**config.mk**
```make
export PLATFORM = sky130hd
export DESIGN_NAME = seg_display_interface
export DESIGN_NICKNAME = d
export VERILOG_FILES = /design/src/rtl/seg_display_interface.sv
export SDC_FILE = /design/constraint.sdc
export NUM_CORES = 1
export LEC_CHECK = 0
export ABC_AREA = 1
export CAP_MARGIN = 0
export CORE_MARGIN = 4
export CORE_UTILIZATION = 48
export DETAILED_ROUTE_END_ITERATION = 10
export PLACE_DENSITY = 0.87
export SLEW_MARGIN = 15
export SYNTH_ARGS = -nofsm -noshare
export SYNTH_HDL_FRONTEND = slang
export SYNTH_SLANG_ARGS = --single-unit
```
**constraint.sdc**
```tcl
create_clock -name Clock -period 2 [get_ports Clock]
set_clock_uncertainty 0.05 [all_clocks]
set_input_delay 0.4 -clock Clock [delete_from_list [all_inputs] [get_ports Clock]]
set_output_delay 0.4 -clock Clock [all_outputs]
set_load 0.1 [all_outputs]
```
**src/rtl/seg_display_interface.sv**
```systemverilog
// +----------------------------------------------------------------------------+
// | seg_display_interface: source mux, double-dabble BCD engine, 7-seg panel.  |
// | Optional macro: LEADING_ZERO_BLANK_EN (blank leading value/index digits).   |
// | Revision: 1.0                                                              |
// +----------------------------------------------------------------------------+
`default_nettype none
`timescale 1ns/1ps

module seg_display_interface #(
  parameter int DATA_W          = 32,
  parameter int NUM_DIGITS      = 4,
  parameter int IDX_W           = 5,
  parameter int INDEX_MAX       = 9,
  parameter int DEBOUNCE_CYCLES = 50000
) (
  input  logic                    Clock,
  input  logic                    Resetn,
  input  logic                    Halt,
  input  logic                    Type,
  input  logic                    Swap,
  input  logic [DATA_W-1:0]       MonitorReg,
  input  logic [DATA_W-1:0]       Output,
  input  logic [DATA_W-1:0]       DataIO,
  output logic [IDX_W-1:0]        Indice,
  output logic [7*NUM_DIGITS-1:0] ValueSeg,
  output logic [13:0]             IndexSeg,
  output logic [6:0]              HaltSeg,
  output logic [6:0]              TypeSeg,
  output logic                    Overflow,
  output logic                    Busy,
  output logic                    Update
);

  localparam int BCD_DIGITS = (DATA_W + 2) / 3 + 1;
  localparam int BCD_W      = 4 * BCD_DIGITS;
  localparam int CNT_W      = $clog2(DATA_W + 1);
  localparam int DB_W       = $clog2(DEBOUNCE_CYCLES + 1);
  localparam logic [6:0] SEG_ZERO  = 7'h40;
  localparam logic [6:0] SEG_BLANK = 7'h7F;
  localparam logic [IDX_W+3:0] TEN = (IDX_W + 4)'(10);
`ifdef LEADING_ZERO_BLANK_EN
  localparam logic [6:0] LEAD_FILL = SEG_BLANK;
`else
  localparam logic [6:0] LEAD_FILL = SEG_ZERO;
`endif

  function automatic logic [6:0] seg7(input logic [3:0] d);
    case (d)
      4'd0:    return 7'h40;
      4'd1:    return 7'h79;
      4'd2:    return 7'h24;
      4'd3:    return 7'h30;
      4'd4:    return 7'h19;
      4'd5:    return 7'h12;
      4'd6:    return 7'h02;
      4'd7:    return 7'h78;
      4'd8:    return 7'h00;
      4'd9:    return 7'h10;
      default: return SEG_BLANK;
    endcase
  endfunction

  function automatic logic [7*NUM_DIGITS-1:0] value_reset();
    logic [7*NUM_DIGITS-1:0] v;
    v = '0;
    for (int i = 0; i < NUM_DIGITS; i++) v[7*i +: 7] = (i == 0) ? SEG_ZERO : LEAD_FILL;
    return v;
  endfunction

  localparam logic [7*NUM_DIGITS-1:0] VALUE_RST = value_reset();

  typedef enum logic [1:0] {
    S_IDLE  = 2'd0,
    S_SHIFT = 2'd1,
    S_DONE  = 2'd2
  } state_t;

  state_t                  state_q, state_d;
  logic [DATA_W-1:0]       sr_q, sr_d, src;
  logic [BCD_W-1:0]        bcd_q, bcd_d, bcd_adj;
  logic [CNT_W-1:0]        cnt_q, cnt_d;
  logic [7*NUM_DIGITS-1:0] value_seg_q, value_seg_d;
  logic                    overflow_q, overflow_d, ovf;
  logic                    busy_q, busy_d;
  logic                    update_q, update_d;
  logic [6:0]              halt_seg_q, halt_seg_d, type_seg_q, type_seg_d;
  logic [1:0]              sync_q, sync_d;
  logic                    deb_q, deb_d;
  logic [DB_W-1:0]         deb_cnt_q, deb_cnt_d;
  logic [IDX_W-1:0]        indice_q, indice_d;
  logic [13:0]             index_seg_q, index_seg_d;
  logic [IDX_W+3:0]        idx_wide;
  logic [3:0]              idx_tens, idx_units;
`ifdef LEADING_ZERO_BLANK_EN
  logic                    lead;
`endif

  // Conversion engine: IDLE capture, DATA_W add-3/shift steps, DONE publish.
  always_comb begin
    state_d     = state_q;
    sr_d        = sr_q;
    bcd_d       = bcd_q;
    cnt_d       = cnt_q;
    value_seg_d = value_seg_q;
    overflow_d  = overflow_q;
    busy_d      = busy_q;
    update_d    = 1'b0;
    src         = Halt ? DataIO : (Type ? Output : MonitorReg);
    bcd_adj     = bcd_q;
    for (int i = 0; i < BCD_DIGITS; i++) begin
      if (bcd_q[4*i +: 4] >= 4'd5) bcd_adj[4*i +: 4] = bcd_q[4*i +: 4] + 4'd3;
    end
    ovf = 1'b0;
    for (int i = NUM_DIGITS; i < BCD_DIGITS; i++) ovf = ovf | (|bcd_q[4*i +: 4]);
`ifdef LEADING_ZERO_BLANK_EN
    lead = 1'b0;
`endif

    case (state_q)
      S_IDLE: begin
        sr_d    = src;
        bcd_d   = '0;
        cnt_d   = '0;
        busy_d  = 1'b1;
        state_d = S_SHIFT;
      end
      S_SHIFT: begin
        {bcd_d, sr_d} = {bcd_adj, sr_q} << 1;
        cnt_d         = cnt_q + 1'b1;
        if (cnt_q == CNT_W'(DATA_W - 1)) state_d = S_DONE;
      end
      S_DONE: begin
        for (int i = 0; i < NUM_DIGITS; i++) value_seg_d[7*i +: 7] = seg7(bcd_q[4*i +: 4]);
`ifdef LEADING_ZERO_BLANK_EN
        // An overflowing value has its leading digit off-display, so nothing is blanked.
        lead = ~ovf;
        for (int i = NUM_DIGITS - 1; i >= 1; i--) begin
          if (lead && (bcd_q[4*i +: 4] == 4'd0)) value_seg_d[7*i +: 7] = SEG_BLANK;
          else lead = 1'b0;
        end
`endif
        overflow_d = ovf;
        busy_d     = 1'b0;
        update_d   = 1'b1;
        state_d    = S_IDLE;
      end
      default: state_d = S_IDLE;
    endcase
  end

  // Panel side: status digits, Swap synchroniser/debouncer, index counter.
  always_comb begin
    halt_seg_d = seg7({3'b000, Halt});
    type_seg_d = seg7({3'b000, Type});
    sync_d     = {sync_q[0], Swap};
    deb_d      = deb_q;
    deb_cnt_d  = '0;
    if (sync_q[1] != deb_q) begin
      if (deb_cnt_q == DB_W'(DEBOUNCE_CYCLES - 1)) deb_d = sync_q[1];
      else deb_cnt_d = deb_cnt_q + 1'b1;
    end
    indice_d = indice_q;
    if (deb_d && !deb_q) indice_d = (indice_q == IDX_W'(INDEX_MAX)) ? '0 : indice_q + 1'b1;
    idx_wide    = {4'b0000, indice_q};
    idx_tens    = 4'(idx_wide / TEN);
    idx_units   = 4'(idx_wide % TEN);
    index_seg_d = {seg7(idx_tens), seg7(idx_units)};
`ifdef LEADING_ZERO_BLANK_EN
    if (idx_wide < TEN) index_seg_d[13:7] = SEG_BLANK;
`endif
  end

  always_ff @(posedge Clock or negedge Resetn) begin
    if (!Resetn) begin
      state_q     <= S_IDLE;
      sr_q        <= '0;
      bcd_q       <= '0;
      cnt_q       <= '0;
      value_seg_q <= VALUE_RST;
      overflow_q  <= 1'b0;
      busy_q      <= 1'b0;
      update_q    <= 1'b0;
      halt_seg_q  <= SEG_ZERO;
      type_seg_q  <= SEG_ZERO;
      sync_q      <= '0;
      deb_q       <= 1'b0;
      deb_cnt_q   <= '0;
      indice_q    <= '0;
      index_seg_q <= {LEAD_FILL, SEG_ZERO};
    end else begin
      state_q     <= state_d;
      sr_q        <= sr_d;
      bcd_q       <= bcd_d;
      cnt_q       <= cnt_d;
      value_seg_q <= value_seg_d;
      overflow_q  <= overflow_d;
      busy_q      <= busy_d;
      update_q    <= update_d;
      halt_seg_q  <= halt_seg_d;
      type_seg_q  <= type_seg_d;
      sync_q      <= sync_d;
      deb_q       <= deb_d;
      deb_cnt_q   <= deb_cnt_d;
      indice_q    <= indice_d;
      index_seg_q <= index_seg_d;
    end
  end

  assign Indice   = indice_q;
  assign ValueSeg = value_seg_q;
  assign IndexSeg = index_seg_q;
  assign HaltSeg  = halt_seg_q;
  assign TypeSeg  = type_seg_q;
  assign Overflow = overflow_q;
  assign Busy     = busy_q;
  assign Update   = update_q;

endmodule

`default_nettype wire

```
==> results of run 1 <==
## metrics by stage
stage,setup WS (ns),setup TNS (ns)
floorplan,-0.4070,-2.253
global placement,-0.06149,-0.07741
detailed placement,-0.1094,-0.4762
CTS,-0.07989,-0.09003
global route,-0.2090,-1.146
finish,-0.1039,-0.3383
## worst max-delay path, delay by kind of cell, from the launching register on
family	cells	cell delay [ns]
flip-flops	1	0.52
AND/OR/NAND/NOR	11	0.94
adder cells (fa/ha/maj)	2	0.37
buffers and inverters	2	0.13
## registers in the layout (all words and copies together) (netlist names), 2 cells and up
name,flops
sr_q,32
Indice,5
cnt_q,6
deb_cnt_q,16
ValueSeg,28
sync_q,2
bcd_q,48
state_q,2
IndexSeg,12
## cells in the mapped netlist, types with 2 or more instances
cell type	number	share of area
inv_4	2	0.0014
nor3_1	8	0.0044
nand2_1	162	0.067
dfstp_2	6	0.017
dfrtp_1	151	0.41
a21oi_1	96	0.053
nor2_1	93	0.038
o22ai_1	12	0.0082
inv_2	4	0.0016
buf_2	16	0.0088
o32ai_1	12	0.012
o21ai_0	112	0.061
nand3_2	3	0.0033
conb_1	2	0.00082
buf_6	2	0.0025
buf_4	15	0.012
a31oi_1	3	0.0021
xor2_1	20	0.019
o21ai_1	9	0.0049
nand4_1	8	0.0055
mux2_2	24	0.030
nor2_4	2	0.0025
clkbuf_1	20	0.0082
inv_1	142	0.058
o211ai_1	11	0.0090
nand3_1	63	0.035
mux2_1	8	0.0099
nand2_4	11	0.014
ha_1	58	0.079
## report_power, final
group	internal (mW)	switching, mW
clock	2.31	1.27
sequential	3.69	0.468
combinational	1.40	3.53
## cell families after synthesis
group | count (synthesis) | share of synthesized area
other | 2 | 0.0008221
buffers and inverters | 202 | 0.09355
adder cells (fa/ha/maj) | 58 | 0.07944
AND/OR/NAND/NOR | 358 | 0.1787
flip-flops | 157 | 0.4309
XOR/XNOR | 20 | 0.01918
multiplexers | 32 | 0.03945
AO/OA/AOI/OAI | 262 | 0.1579
## layer usage
layer | up-vias | track usage | routed length, microns
li1 | 3933 | - | -
met1 | 3783 | 0.2661 | 9216
met2 | 205 | 0.3671 | 11510
met3 | 30 | 0.04609 | 1146
met4 | 0 | 0.05413 | 293
met5 | - | 0 | 0
## cell type report
type | count | area [sq um]
Clock buffer | 22 | 474.2
Clock inverter | 10 | 186.4
Fill cell | 1387 | 6700
Inverter | 149 | 569.3
Multi-Input combinational cell | 737 | 4506
Sequential cell | 157 | 3950
Tap cell | 234 | 292.8
Timing Repair Buffer | 203 | 2027
## worst paths after layout
check | slack [ns] | start | cells after the start | to
max in group asynchronous | 0.82 | Resetn | 3 | IndexSeg[6]$_DFF_PN1_
worst max register to register | -0.10 | Indice[4]$_DFFE_PN0P_ | 15 | IndexSeg[3]$_DFF_PN0_
min in group asynchronous | 0.41 | Resetn | 2 | ValueSeg[24]$_DFFE_PN0P_
worst min-delay path | 0.28 | Halt | 1 | HaltSeg[4]$_DFF_PN0_
worst max-delay path | -0.10 | Indice[4]$_DFFE_PN0P_ | 15 | IndexSeg[3]$_DFF_PN0_
worst min register to register | 0.31 | sync_q[0]$_DFF_PN0_ | 0 | sync_q[1]$_DFF_PN0_
## layout by cell type, fill, tap and decap left out, types with 3 or more instances in the layout
cell	Yosys	routed
mux2_2	24	24
dfrtp_4	0	3
clkdlybuf4s50_1	0	98
o211ai_1	11	11
o22ai_1	12	12
nor3_1	8	8
inv_1	142	138
nor2_1	93	92
a21oi_1	96	96
ha_4	0	6
o21ai_0	112	112
nand4_1	8	8
dfstp_2	6	6
o32ai_1	12	12
o21ai_1	9	9
nand3_2	3	7
nor2_4	2	3
nand3_1	63	56
mux2_1	8	8
nand3_4	0	3
nand2_1	162	161
xor2_1	20	20
buf_4	15	81
dfrtp_1	151	146
nand2_4	11	11
ha_1	58	52
inv_2	4	8
clkbuf_8	0	3
buf_12	0	20
clkbuf_16	0	17
conb_1	2	7
bufinv_16	0	5
a31oi_1	3	3
clkinvlp_4	0	3
## repair_timing
action,in CTS,in global routing
pin swaps,14,6
buffers inserted,5,1
gates resized for setup,11,0
endpoints found under the setup margin,7,7
hold buffers,1,0
cloned,0,0
endpoints found under the hold margin,33,0
==> run metrics, run 1 <==
port bufs 157; # DRC 0; Final Net Count 1424; gpl congestion 0.8977; WP data required 2.26 ns; Worst-Margin Slew 0.6359 ns; sequential area share after synthesis 0.4309; failing checks setup timing; maximum vdd ir drop 0.6615 mV; Netlist cell types 45; Pwr Density 1055 mW/mm^2; H-tree depth 4; root buffer cell clkbuf_16; Critical Path End Type register; outcome complete, but fails checks; cts bufs inserted 17; num rows 50; flops & latches, synth 157; pin count of the biggest net entering global routing 44; asr flop ratio synth 1.000; TritonRoute pass-1 iters 5; grt ovf 0; TritonCTS clock tree done; Setup crit start kind register; Mapped Area 0.009135 sq mm; DP HPWL 15840 microns; Hold WS 0.2805 ns; overall power 12.67 mW; Initial Util 0.4884; Vias 7951; Ports 165; wire per inst 14.66 microns; vias in the first global route 8073; pins over their slew limit 0; die footprint 0.02130 sq mm; DRT Wirelength 22170 microns; Critical Path, Cell by Cell inv_2, nand2_2, nand2_2, inv_2, ha_4, nor2_4, nand3_2, nand2_4, nand2_8, nand2_4, nand2_4, ha_4, nand3b_1, nand3_1, nand2_1; share of cells above drive strength 1 0.1698; EDFF count, synth 0; Avg Cell Area, Syn 8.373 sq um; Core ar. 0.01871 sq mm; Clock transition at path regs 0.06 ns; Cell Count Post-Placement 1473; Critical Path AT 2.37 ns; # diodes 0; clk sinks 157; RSZ-0062 raised after global routing true; Tmin final 2.104 ns; final core utilization 0.6418; WS Path Type register to register; latest clock arrival within the worst-skew pair 0.42 ns; Yosys warnings 0; Layout area overhead 31.42%; placed cell area 0.01123 sq mm; Synth Instances 1091; Max FO, Critical Path 5; period utilization 1.052; Final ANT Viol Nets 0; fmax 0.4753 GHz; Final Cell Area 0.01201 sq mm; CP most frequent cell nand2_4; GRT Util Overall 0.2105; final hold violation count 0; Slew headroom 0.5754; clock buffer depth 2; endpoints failing setup 6; Vias/cell 5.259; Pleak 5.712 nW; setup ws final -0.1039 ns; die height 146.0 microns; Hold Crit Class input pin to register; Initial DRC Count 752; max-cap violation count 0; max incr delay on CP 0.52 ns; Non-Filler Instances 1512; Die Wd 146.0 microns; Worst path slowest cell dfrtp_4; antenna violations before repair 0; first-pass GRT wire length 38010 microns; top_reg_cell synth dfrtp_1
(Power assumes the default switching activity.)
==> run 2: changes to the inputs <==
--- a/config.mk
+++ b/config.mk
@@ -11,6 +11,7 @@
 export CORE_UTILIZATION = 48
 export DETAILED_ROUTE_END_ITERATION = 10
 export PLACE_DENSITY = 0.87
+export SETUP_SLACK_MARGIN = 0.05
 export SLEW_MARGIN = 15
 export SYNTH_ARGS = -nofsm -noshare
 export SYNTH_HDL_FRONTEND = slang
==> run 2 against run 1 <==
  * The flow still finishes with violations (setup timing)
  * Clock power barely moved
  * Routed wire length rose by 0.42%
  * Non-clock buffer count did not move
  * Combinational power barely moved
  * Count of clock-buffer cells in the layout did not move
  * Largest cell class unchanged
  * Largest power group unchanged
==> run metrics, run 2 (synthesis results as in run 1) <==
outcome complete, but fails checks; failing checks setup timing; CP most frequent cell nand2_4; maximum vdd ir drop 0.6536 mV (-1.2%); Final ANT Viol Nets 0 (unchanged); Final Net Count 1424 (unchanged); antenna violations before repair 0 (unchanged); root buffer cell clkbuf_16; Setup crit start kind register; setup ws final -0.09036 ns (+0.01354 ns); Initial DRC Count 749 (-0.40%); Pwr Density 1052 mW/mm^2 (-0.31%); TritonRoute pass-1 iters 5 (unchanged); Initial Util 0.4884 (unchanged); gpl congestion 0.8977 (unchanged); # diodes 0 (unchanged); Critical Path AT 2.35 ns (-0.02 ns); RSZ-0062 raised after global routing true; GRT Util Overall 0.2109 (+0.0003991); H-tree depth 4 (unchanged); commonest cells after routing, fill and taps aside nand2_1 (160), dfrtp_1 (146), inv_1 (137); Critical Path, Cell by Cell inv_2, nand2_2, nand2_2, inv_2, ha_4, nor2_4, nand3_2, nand2_4, nand2_8, nand2_4, nand2_4, ha_4, nand3b_1, nand3_1, nand2_1; pins over their slew limit 0 (unchanged); share of cells above drive strength 1 0.1737 (+0.003912); clk sinks 157 (unchanged); fmax 0.4784 GHz (+0.65%); Pleak 5.702 nW (-0.18%); Die Wd 146.0 microns (unchanged); Worst-Margin Slew 0.6388 ns (+0.002934 ns); Slew headroom 0.5735 (-0.001959); final hold violation count 0 (unchanged); max incr delay on CP 0.52 ns (about the same); period utilization 1.045 (-0.006768); Max FO, Critical Path 5 (unchanged); Ports 165 (unchanged); Vias 8008 (+0.72%); Critical Path End Type register; WP data required 2.26 ns (about the same); Core ar. 0.01871 sq mm (unchanged); WS Path Type register to register; DP Worst Slack -0.1094 ns (unchanged); Worst path slowest cell dfrtp_4; commonest non-fill, non-tap cell in the layout nand2_1; Hold WS 0.2847 ns (+0.004221 ns); Vias/cell 5.296 (+0.72%); Biggest register bcd_q; clock buffer depth 2 (unchanged); endpoints failing setup 5 (-1); port bufs 157 (unchanged); Cell Count Post-Placement 1473 (unchanged); # fillers 1379 (-0.58%); first-pass GRT wire length 38060 microns (+0.14%); die footprint 0.02130 sq mm (unchanged); DP HPWL 15840 microns (unchanged); grt ovf 0 (unchanged); die height 146.0 microns (unchanged); wire per inst 14.72 microns (+0.42%); vias in the first global route 8093 (+0.25%); TritonCTS clock tree done; Non-Filler Instances 1512 (unchanged); final core utilization 0.6432 (+0.001405); cts bufs inserted 17 (unchanged); Largest register FFs 48 (unchanged); pin count of the biggest net entering global routing 44 (unchanged); latest clock arrival within the worst-skew pair 0.42 ns (about the same); num rows 50 (unchanged); DRT Wirelength 22260 microns (+0.42%); Tmin final 2.090 ns (-0.01354 ns); max-cap violation count 0 (unchanged); # DRC 0 (unchanged); Clock transition at path regs 0.06 ns (about the same); Layout area overhead 31.71%; Hold Crit Class input pin to register
[run 2: area by class of cell]
| type | count | area (sq um) | area share |
|---|---|---|---|
| multi-input combinational | 737 | 4528 | 0.3764 |
| clock buffer | 22 | 474.2 | 0.03941 |
| clock inverter | 10 | 186.4 | 0.01550 |
| inverter | 149 | 569.3 | 0.04732 |
| sequential | 157 | 3950 | 0.3283 |
| tap | 234 | 292.8 | 0.02433 |
| timing repair buffer | 203 | 2031 | 0.1688 |
[run 2: routing by layer]
layer	wire [microns]	track usage	part of all wire	vias up
li1	-	-	-	3933
met1	9226	0.2659	0.41	3820
met2	11590	0.3687	0.52	228
met3	1136	0.04609	0.051	27
met4	302	0.05413	0.014	0
met5	0	0	0	-
[run 2: what timing repair did]
item / 4_1_cts / 5_1_grt
gates resized for setup: 16 / 2
hold endpoints to repair: 33 / 0
hold buffers: 1 / 0
pin swaps: 14 / 2
setup endpoints to repair: 7 / 9
buffers inserted: 6 / 0
[run 2: report_power, final]
group / leakage (nW) / internal (mW) / switching [mW] / total [mW]
clock: 0.313 / 2.32 / 1.26 / 3.57
sequential: 1.98 / 3.69 / 0.465 / 4.15
combinational: 3.41 / 1.40 / 3.53 / 4.93
total: 5.70 / 7.41 / 5.25 / 12.7
[run 2: worst max-delay path, delay by kind of cell (launching register included)]
family / cells / cell delay, ns
adders and majority gates: 2 / 0.36
buffers and inverters: 2 / 0.13
DFF: 1 / 0.52
and+or+nand+nor: 11 / 0.92
[run 2: per-stage QoR]
step / power, mW / cell area [sq um] / setup TNS, ns
2_1_floorplan: 7.790 / 9255 / -2.253
3_3_place_gp: 8.977 / 11230 / -0.07741
3_5_place_dp: 9.090 / 11230 / -0.4762
4_1_cts: 12.72 / 12020 / -0.08931
5_1_grt: 13.29 / 12030 / -1.009
6_report: 12.66 / 12030 / -0.2170
[run 2: worst paths after layout]
check / startpoint / to / slack, ns / cells after the start
setup / recovery: Indice[4]$_DFFE_PN0P_ / IndexSeg[3]$_DFF_PN0_ / -0.09 / 15
hold / removal: Halt / HaltSeg[4]$_DFF_PN0_ / 0.28 / 1
setup reg to reg: Indice[4]$_DFFE_PN0P_ / IndexSeg[3]$_DFF_PN0_ / -0.09 / 15
hold reg to reg: sync_q[0]$_DFF_PN0_ / sync_q[1]$_DFF_PN0_ / 0.31 / 0
max in group asynchronous: Resetn / IndexSeg[6]$_DFF_PN1_ / 0.81 / 3
min in group asynchronous: Resetn / ValueSeg[24]$_DFFE_PN0P_ / 0.42 / 2
